`src/rtl/cpu_monitor_pkg.sv`:
```
// -----------------------------------------------------------------------------
// cpu_monitor_pkg
// Shared types and helpers for the cpu_run_monitor block and its trace FIFO.
//   mon_state_t    : monitor FSM states (IDLE, RUN, HALTED), 2-bit encoding
//   trace_entry_t  : trace record {pc, alu, cycle} at the default widths
//   fifo_ptr_w()   : FIFO pointer width (address bits) for a given depth
// -----------------------------------------------------------------------------
package cpu_monitor_pkg;

  typedef enum logic [1:0] {
    IDLE   = 2'd0,
    RUN    = 2'd1,
    HALTED = 2'd2
  } mon_state_t;

  localparam int DEF_XLEN        = 32;
  localparam int DEF_CNT_W       = 32;
  localparam int DEF_TRACE_DEPTH = 16;

  // Address bits needed to index a FIFO of the given (power-of-two) depth.
  function automatic int fifo_ptr_w(input int depth);
    return $clog2(depth);
  endfunction

  localparam int DEF_TRACE_PTR_W = fifo_ptr_w(DEF_TRACE_DEPTH);

  // Trace record at the default widths; the top re-declares the same layout
  // with its own XLEN/CNT_W parameters so non-default builds stay consistent.
  typedef struct packed {
    logic [DEF_XLEN-1:0]  pc;
    logic [DEF_XLEN-1:0]  alu;
    logic [DEF_CNT_W-1:0] cycle;
  } trace_entry_t;

endpackage

```
`src/rtl/cpu_run_monitor_trace_fifo.sv`:
```
// -----------------------------------------------------------------------------
// trace_fifo
// Synchronous FIFO holding trace records. Pointers carry one extra wrap bit so
// full and empty can be told apart without a separate occupancy counter.
// No bypass: a record written into an empty FIFO becomes visible next cycle.
// Ports:
//   clk_i, rst_ni              clock, asynchronous active-low reset
//   push_i, push_data_i        write request and record
//   push_accept_o              write request is taken this cycle
//   pop_valid_o, pop_ready_i   head handshake; pop on valid && ready
//   pop_data_o                 head record (zero while empty)
//   full_o, empty_o            occupancy flags
// -----------------------------------------------------------------------------
module trace_fifo
  import cpu_monitor_pkg::*;
#(
  parameter int W     = 96,
  parameter int DEPTH = 16
) (
  input  logic         clk_i,
  input  logic         rst_ni,
  input  logic         push_i,
  input  logic [W-1:0] push_data_i,
  output logic         push_accept_o,
  output logic         pop_valid_o,
  input  logic         pop_ready_i,
  output logic [W-1:0] pop_data_o,
  output logic         full_o,
  output logic         empty_o
);

  localparam int PTR_W = fifo_ptr_w(DEPTH);

  logic [W-1:0]     mem_q [DEPTH];
  logic [PTR_W:0]   wr_ptr_q;
  logic [PTR_W:0]   rd_ptr_q;
  logic             pop_s;

  assign empty_o       = (wr_ptr_q == rd_ptr_q);
  assign full_o        = (wr_ptr_q[PTR_W] != rd_ptr_q[PTR_W]) &&
                         (wr_ptr_q[PTR_W-1:0] == rd_ptr_q[PTR_W-1:0]);
  assign pop_valid_o   = !empty_o;
  assign pop_s         = pop_valid_o && pop_ready_i;
  // A full FIFO can still take a write when the head leaves in the same cycle.
  assign push_accept_o = push_i && (!full_o || pop_s);
  // Masked head keeps the data outputs at zero after reset and while empty.
  assign pop_data_o    = empty_o ? {W{1'b0}} : mem_q[rd_ptr_q[PTR_W-1:0]];

  // Read/write pointer update.
  always_ff @(posedge clk_i or negedge rst_ni) begin
    if (!rst_ni) begin
      wr_ptr_q <= {(PTR_W+1){1'b0}};
      rd_ptr_q <= {(PTR_W+1){1'b0}};
    end else begin
      if (push_accept_o) begin
        wr_ptr_q <= wr_ptr_q + {{PTR_W{1'b0}}, 1'b1};
      end
      if (pop_s) begin
        rd_ptr_q <= rd_ptr_q + {{PTR_W{1'b0}}, 1'b1};
      end
    end
  end

  // Storage array write; contents are only observed through valid pointers.
  always_ff @(posedge clk_i) begin
    if (push_accept_o) begin
      mem_q[wr_ptr_q[PTR_W-1:0]] <= push_data_i;
    end
  end

endmodule

```
`src/rtl/cpu_run_monitor.sv`:
```
// -----------------------------------------------------------------------------
// cpu_run_monitor
// Run-time monitor for the single-cycle risc_v core. While running it counts
// cycles, counts PC-change events (retires), traces each event into a FIFO
// and declares halt once the PC has stayed put for HALT_CYCLES samples.
// Ports:
//   CLK, Reset                 clock, asynchronous active-low reset
//   Enable                     sample only while high
//   ClearHalt                  pulse: leave HALTED, clear counters/flags
//   PcCurrent, AluResult       core nets sampled each RUN cycle
//   TraceValid/Ready           trace head handshake
//   TracePc/Alu/Cycle          trace head record
//   Halted                     high in HALTED
//   CycleCount, RetireCount    RUN cycles / PC-change events since clear
//   DropCount, Overflow        lost trace records (saturating) / sticky flag
// -----------------------------------------------------------------------------
module cpu_run_monitor
  import cpu_monitor_pkg::*;
#(
  parameter int XLEN        = 32,
  parameter int CNT_W       = 32,
  parameter int TRACE_DEPTH = 16,
  parameter int HALT_CYCLES = 2
) (
  input  logic             CLK,
  input  logic             Reset,
  input  logic             Enable,
  input  logic             ClearHalt,
  input  logic [XLEN-1:0]  PcCurrent,
  input  logic [XLEN-1:0]  AluResult,
  output logic             TraceValid,
  input  logic             TraceReady,
  output logic [XLEN-1:0]  TracePc,
  output logic [XLEN-1:0]  TraceAlu,
  output logic [CNT_W-1:0] TraceCycle,
  output logic             Halted,
  output logic [CNT_W-1:0] CycleCount,
  output logic [CNT_W-1:0] RetireCount,
  output logic [CNT_W-1:0] DropCount,
  output logic             Overflow
);

  localparam int STALL_W = $clog2(HALT_CYCLES + 1);
  localparam int ENTRY_W = 2 * XLEN + CNT_W;

  typedef struct packed {
    logic [XLEN-1:0]  pc;
    logic [XLEN-1:0]  alu;
    logic [CNT_W-1:0] cycle;
  } entry_t;

  mon_state_t        state_q, state_d;
  logic [CNT_W-1:0]  cycle_q, cycle_d;
  logic [CNT_W-1:0]  retire_q, retire_d;
  logic [CNT_W-1:0]  drop_q, drop_d;
  logic              ovf_q, ovf_d;
  logic              halted_q, halted_d;
  logic [STALL_W-1:0] stall_q, stall_d;
  logic [XLEN-1:0]   prev_pc_q, prev_pc_d;
  logic              prev_valid_q, prev_valid_d;

  logic              event_s;
  logic              push_s;
  logic              push_accept_s;
  logic              drop_s;
  logic              full_s;
  logic              empty_s;
  logic              unused_s;
  entry_t            push_entry_s;
  entry_t            head_entry_s;

  // First sample after a clear, or any PC change, is a retire event.
  assign event_s = !prev_valid_q || (PcCurrent != prev_pc_q);

  // Stamp carries the cycle count before this cycle's increment.
  assign push_entry_s = '{pc: PcCurrent, alu: AluResult, cycle: cycle_q};

  // A requested record that the FIFO cannot take is a drop.
  assign drop_s   = push_s && !push_accept_s;
  assign unused_s = full_s ^ empty_s;

  // Next-state logic: FSM transitions, counters, stall detect, trace push.
  always_comb begin
    state_d      = state_q;
    cycle_d      = cycle_q;
    retire_d     = retire_q;
    drop_d       = drop_q;
    ovf_d        = ovf_q;
    stall_d      = stall_q;
    prev_pc_d    = prev_pc_q;
    prev_valid_d = prev_valid_q;
    push_s       = 1'b0;

    if (ClearHalt) begin
      // Clear takes priority over sampling; FIFO contents are left alone.
      cycle_d      = {CNT_W{1'b0}};
      retire_d     = {CNT_W{1'b0}};
      drop_d       = {CNT_W{1'b0}};
      ovf_d        = 1'b0;
      stall_d      = {STALL_W{1'b0}};
      prev_valid_d = 1'b0;
      case (state_q)
        IDLE:    state_d = Enable ? RUN : IDLE;
        RUN:     state_d = Enable ? RUN : IDLE;
        HALTED:  state_d = IDLE;
        default: state_d = IDLE;
      endcase
    end else begin
      case (state_q)
        IDLE: begin
          if (Enable) begin
            state_d = RUN;
          end else begin
            state_d = IDLE;
          end
        end
        RUN: begin
          if (!Enable) begin
            // Pause: counters, stall count and prev PC all hold.
            state_d = IDLE;
          end else begin
            cycle_d      = cycle_q + CNT_W'(1);
            prev_pc_d    = PcCurrent;
            prev_valid_d = 1'b1;
            if (event_s) begin
              retire_d = retire_q + CNT_W'(1);
              stall_d  = {STALL_W{1'b0}};
              push_s   = 1'b1;
              state_d  = RUN;
            end else begin
              stall_d = stall_q + STALL_W'(1);
              if (stall_d == STALL_W'(HALT_CYCLES)) begin
                state_d = HALTED;
              end else begin
                state_d = RUN;
              end
            end
          end
        end
        HALTED: state_d = HALTED;
        default: state_d = IDLE;
      endcase

      if (drop_s) begin
        drop_d = (&drop_q) ? drop_q : drop_q + CNT_W'(1);
        ovf_d  = 1'b1;
      end else begin
        drop_d = drop_d;
        ovf_d  = ovf_d;
      end
    end

    halted_d = (state_d == HALTED);
  end

  // FSM state, counters and registered status outputs.
  always_ff @(posedge CLK or negedge Reset) begin
    if (!Reset) begin
      state_q      <= IDLE;
      cycle_q      <= {CNT_W{1'b0}};
      retire_q     <= {CNT_W{1'b0}};
      drop_q       <= {CNT_W{1'b0}};
      ovf_q        <= 1'b0;
      halted_q     <= 1'b0;
      stall_q      <= {STALL_W{1'b0}};
      prev_pc_q    <= {XLEN{1'b0}};
      prev_valid_q <= 1'b0;
    end else begin
      state_q      <= state_d;
      cycle_q      <= cycle_d;
      retire_q     <= retire_d;
      drop_q       <= drop_d;
      ovf_q        <= ovf_d;
      halted_q     <= halted_d;
      stall_q      <= stall_d;
      prev_pc_q    <= prev_pc_d;
      prev_valid_q <= prev_valid_d;
    end
  end

  trace_fifo #(
    .W     (ENTRY_W),
    .DEPTH (TRACE_DEPTH)
  ) u_trace_fifo (
    .clk_i         (CLK),
    .rst_ni        (Reset),
    .push_i        (push_s),
    .push_data_i   (push_entry_s),
    .push_accept_o (push_accept_s),
    .pop_valid_o   (TraceValid),
    .pop_ready_i   (TraceReady),
    .pop_data_o    (head_entry_s),
    .full_o        (full_s),
    .empty_o       (empty_s)
  );

  assign TracePc     = head_entry_s.pc;
  assign TraceAlu    = head_entry_s.alu;
  assign TraceCycle  = head_entry_s.cycle;
  assign Halted      = halted_q;
  assign CycleCount  = cycle_q;
  assign RetireCount = retire_q;
  assign DropCount   = drop_q;
  assign Overflow    = ovf_q;

endmodule
```
`config.mk`:
```
export PLATFORM = sky130hd
export DESIGN_NAME = cpu_run_monitor
export DESIGN_NICKNAME = d
export VERILOG_FILES = /design/src/rtl/cpu_monitor_pkg.sv /design/src/rtl/cpu_run_monitor_trace_fifo.sv /design/src/rtl/cpu_run_monitor.sv
export SDC_FILE = /design/constraint.sdc
export NUM_CORES = 2
export LEC_CHECK = 0
export ABC_CLOCK_PERIOD_IN_PS = 29400
export CAP_MARGIN = 20
export CORE_MARGIN = 2
export CORE_UTILIZATION = 40
export DETAILED_ROUTE_END_ITERATION = 12
export PLACE_DENSITY = 0.61
export SYNTH_ARGS = -nofsm -noshare
export SYNTH_HDL_FRONTEND = slang
export SYNTH_SLANG_ARGS = --single-unit
```
`constraint.sdc`:
```
create_clock -name CLK -period 29.4 [get_ports CLK]
set_input_delay 4.41 -clock CLK [delete_from_list [all_inputs] [get_ports CLK]]
set_output_delay 4.41 -clock CLK [all_outputs]
set_load 0.01 [all_outputs]
```
==> summary.md <==
| Metric | Value |
|---|---|
| Combinational Power Share | 0.267 |
| Hold violation count in the final report | 0 |
| GRT Total Usage | 0.187 |
| Die width | between 400 and 500 microns |
| Final Skew | 36.1 ps |
| Switching Fraction | 0.277 |
| Reg2Reg Depth | 10 |
| Crit path cell chain | buf_4 > buf_4 > mux4_2 > mux4_2 > nor2b_1 > clkdlybuf4s50_1 |
| Largest net degree at the start of global routing | 143 |
| DP Cell Count | 5423 |
| Crit start category | flip-flop |
| Req. time, crit path | 24990 ps |
| NumNets Final | roughly 3500 |
| Worst hold start | u_trace_fifo.wr_ptr_q[4] |
| CP max-delay cell | dfrtp_4 |
| Hold_ws | between 400 and 500 ps |
| Synth Area in XOR/XNOR | 0.00983 |
| Min-Delay Path Depth | 1 |
| Reg2Reg Setup Slack | 24720 ps |
| RD Place Congestion | 0.732 |
| Final Setup Violations | 0 |
| Vias/cell | 5.53 |
| Crit Path Max Fanout | between 40 and 50 |
| Syn Inst Count | 3093 |
| # rows | 148 |
| Worst Hold End | u_trace_fifo.wr_ptr_q[4] |
| Count of input and output buffers | ~260 |
| Vias in the first global route | around 33000 |
| Period utilisation layout | 0.332 |
| Yosys reg bits | about 1700 |
| Worst stage delay on the critical path | 940 ps |
| Crit end category | output pin |
| Status | completed |
| Mux cell area share after synthesis | 0.168 |
| Post-CTS setup buffer count | 0 |
| Cell internal pwr | about 4.8 mW |
| Reg area | approximately 50000 sq um |
| Rel. slew slack | 0.234 |
| PD cells | about 87 nW/um^2 |
| Resized cells post-CTS | 0 |
| Placeable Area | between 150000 and 200000 sq um |
| Largest cells by area after synthesis | edfxtp_1 70%, mux4_2 16%, dfrtp_1 5.5% |
| Distinct cells, synth | 57 |
| F_max | 0.102 GHz |
| Post-synth net total | 3171 |
| CTS buffer count | 170 |
| Buffers & Inverters on Critical Path | 3 |
| RSZ-0062 raised after global routing | false |
| Routed WL | 157 mm |
| YS warnings | 0 |
| Proportion of netlist area held by the largest area contributor | 0.700 |
| Post-synthesis area per instance | ~21 sq um |
| CTS max path bufs | 3 |
| Post-route ant nets | 0 |
| Delay-heaviest family, CP | buffers and inverters |
| Max IR drop VDD | 0.0798 mV |
| Most numerous cell in the Yosys netlist | edfxtp_1 |
| H-Tree Depth | 4 |
| Fillers | 13400 |
| Starting density of the core | 0.404 |
| Synth Area in Simple Gates | 0.0436 |
| Root buf cell | clkbuf_16 |
| Most used DFF post-synth | edfxtp_1 |
| Seq/Total Area, Yosys | 0.755 |
| Net Sw Power | 1.84 mW |
| Compound-cell area share of the yosys netlist | 0.0109 |
| Adder-cell share of the synthesized area | 0.00171 |
| Fin crit period | 9770 ps |
| Fin Setup TNS | 0 ps |
| FFs w/ async S/R, synth | 0.0863 |
| Reg clk slew, reported paths | around 60 ps |
| Clk_lat worst skew | 810 ps |
| Min-Delay Path Class | reg -> reg |
| Most common library cells after synthesis | 1536 x edfxtp_1, 480 x mux4_2, 145 x dfrtp_1 |
| Clock power share | 0.320 |
| P&R area growth vs syn | 16.4% |
| Vias | 31700 |
| DR DRC count | 0 |
| Overall die area | 168000 sq um |
| Post-synth top area cell | edfxtp_1 |
| Worst reg2reg path startpoint | prev_pc_q[24] |
| CTS Sinks | 1681 |
| R2r endpoint | u_trace_fifo.mem_q[13][90] |
| EDFF count, synth | 1536 |
| DR iter-0 viols | 3017 |
| Initial antenna violation count | 16 |
| Detail Placement HPWL | a little over 80 mm |
| Drt pass-1 iters | 5 |
| GRT overflow | 0 |
| Chip Height | between 400 and 500 microns |
| Max Cap Viol | 0 |
| Layout cells sized above 1 | 0.237 |
| WL per Instance | approximately 27 microns |
| Flop pwr share | 0.413 |
| Setup CP Type | reg -> out |
| Synthesized cell area | 65900 sq um |
| Global-route wire length before repair | 229 mm |
| Post-Layout Cell Count | between 5000 and 6000 |
| Least-Margin Pin Slew | 1150 ps |
| CTS tree | done |
| CTS Hold Bufs | 0 |
| Ports | 264 |
| Leak | 25.2 nW |
| Largest family of logic cells by synthesized area | multiplexers |
| Max-slew violations | 0 |
| Worst EP arrival | around 5400 ps |
| Multi-input logic area | between 15000 and 20000 sq um |
## sequential cells by signal (all words and copies together) (netlist names)
register	cells
Overflow	1
state_q	2
Halted	1
prev_valid_q	1
u_trace_fifo.mem_q	1536
DropCount	32
RetireCount	32
stall_q	2
CycleCount	32
u_trace_fifo.rd_ptr_q	5
prev_pc_q	32
u_trace_fifo.wr_ptr_q	5
## kinds of logic (layout without fill, tap and decap cells)
family,Yosys count,count (layout)
flops,1681,1681
simple gates,535,535
mux,503,503
buf+inv,179,646
compound gates,112,112
xor+xnor,74,74
fa+ha+maj,9,9
other cells,0,2
## area by class of cell
type / count / area share
antenna: 2 / 0.0000653
clock buffer: 213 / 0.0582
clock inverter: 98 / 0.0134
inverter: 14 / 0.000685
multi-input combinational: 1233 / 0.202
sequential: 1681 / 0.649
tap: 2175 / 0.0355
timing repair buffer: 321 / 0.0409
## routing by layer
| metal | vias up | wire length (microns) | global-route usage |
|---|---|---|---|
| met5 | - | 62 | 0 |
| met4 | 10 | 3000 | 0.0454 |
| met3 | 216 | 9200 | 0.0397 |
| met2 | 907 | 76200 | 0.298 |
| met1 | 17100 | 68500 | 0.265 |
| li1 | 13500 | - | - |
## power by group through the flow
stage	logic (mW)	clock network [mW]	registers, mW
2_1_floorplan	1.16	0	2.73
3_3_place_gp	1.82	0	2.80
3_5_place_dp	1.82	0	2.80
4_1_cts	1.83	2.17	2.75
5_1_grt	1.90	2.26	2.75
6_report	1.77	2.13	2.74
## worst max-delay path by stage
stage | from | end | slack [ps] | depth (start not counted)
2_1_floorplan | PcCurrent[31] | u_trace_fifo.mem_q[15][0] | 14180 | 6
3_3_place_gp | PcCurrent[26] | u_trace_fifo.mem_q[12][60] | 19670 | 11
3_5_place_dp | PcCurrent[26] | u_trace_fifo.mem_q[13][60] | 19670 | 11
4_1_cts | u_trace_fifo.rd_ptr_q[0] | TracePc[28] | 19320 | 6
5_1_grt | u_trace_fifo.rd_ptr_q[0] | TracePc[28] | 19200 | 6
6_report | u_trace_fifo.rd_ptr_q[0] | TracePc[28] | 19630 | 6
## cells in the final DEF, fill, tap and decap left out, types with 7 or more instances in the layout
cell                n
or3_1              18
nor3_1             13
inv_1              14
o21ai_0            17
buf_4              53
dfrtp_1           141
edfxtp_1         1536
xor2_1             56
xnor2_1            18
clkinv_1           28
and4_1              7
nor2b_1           118
mux2_2             21
mux4_2            480
clkbuf_16         170
clkdlybuf4s50_1   261
or4_1              22
clkinv_8            7
nand4_1            32
clkinv_2           32
nand3_1            49
nor2_1             71
ha_1                9
nor4_1             12
clkbuf_1           38
bufinv_16          13
and3_1             21
and3_4             12
a21oi_1            44
o31ai_1            21
nand2_1           129
## stage by stage
stage / power [mW] / setup slack, ps / util / instance area [sq um]
floorplan: 3.89 / 14180 / - / 65900
global placement: 4.62 / 19670 / 0.436 / 71200
detailed placement: 4.62 / 19670 / 0.436 / 71200
CTS: 6.75 / 19320 / 0.470 / 76700
global route: 6.91 / 19200 / 0.470 / 76700
finish: 6.64 / 19630 / 0.470 / 76700
Note: power is estimated with default switching activity, not from simulation.
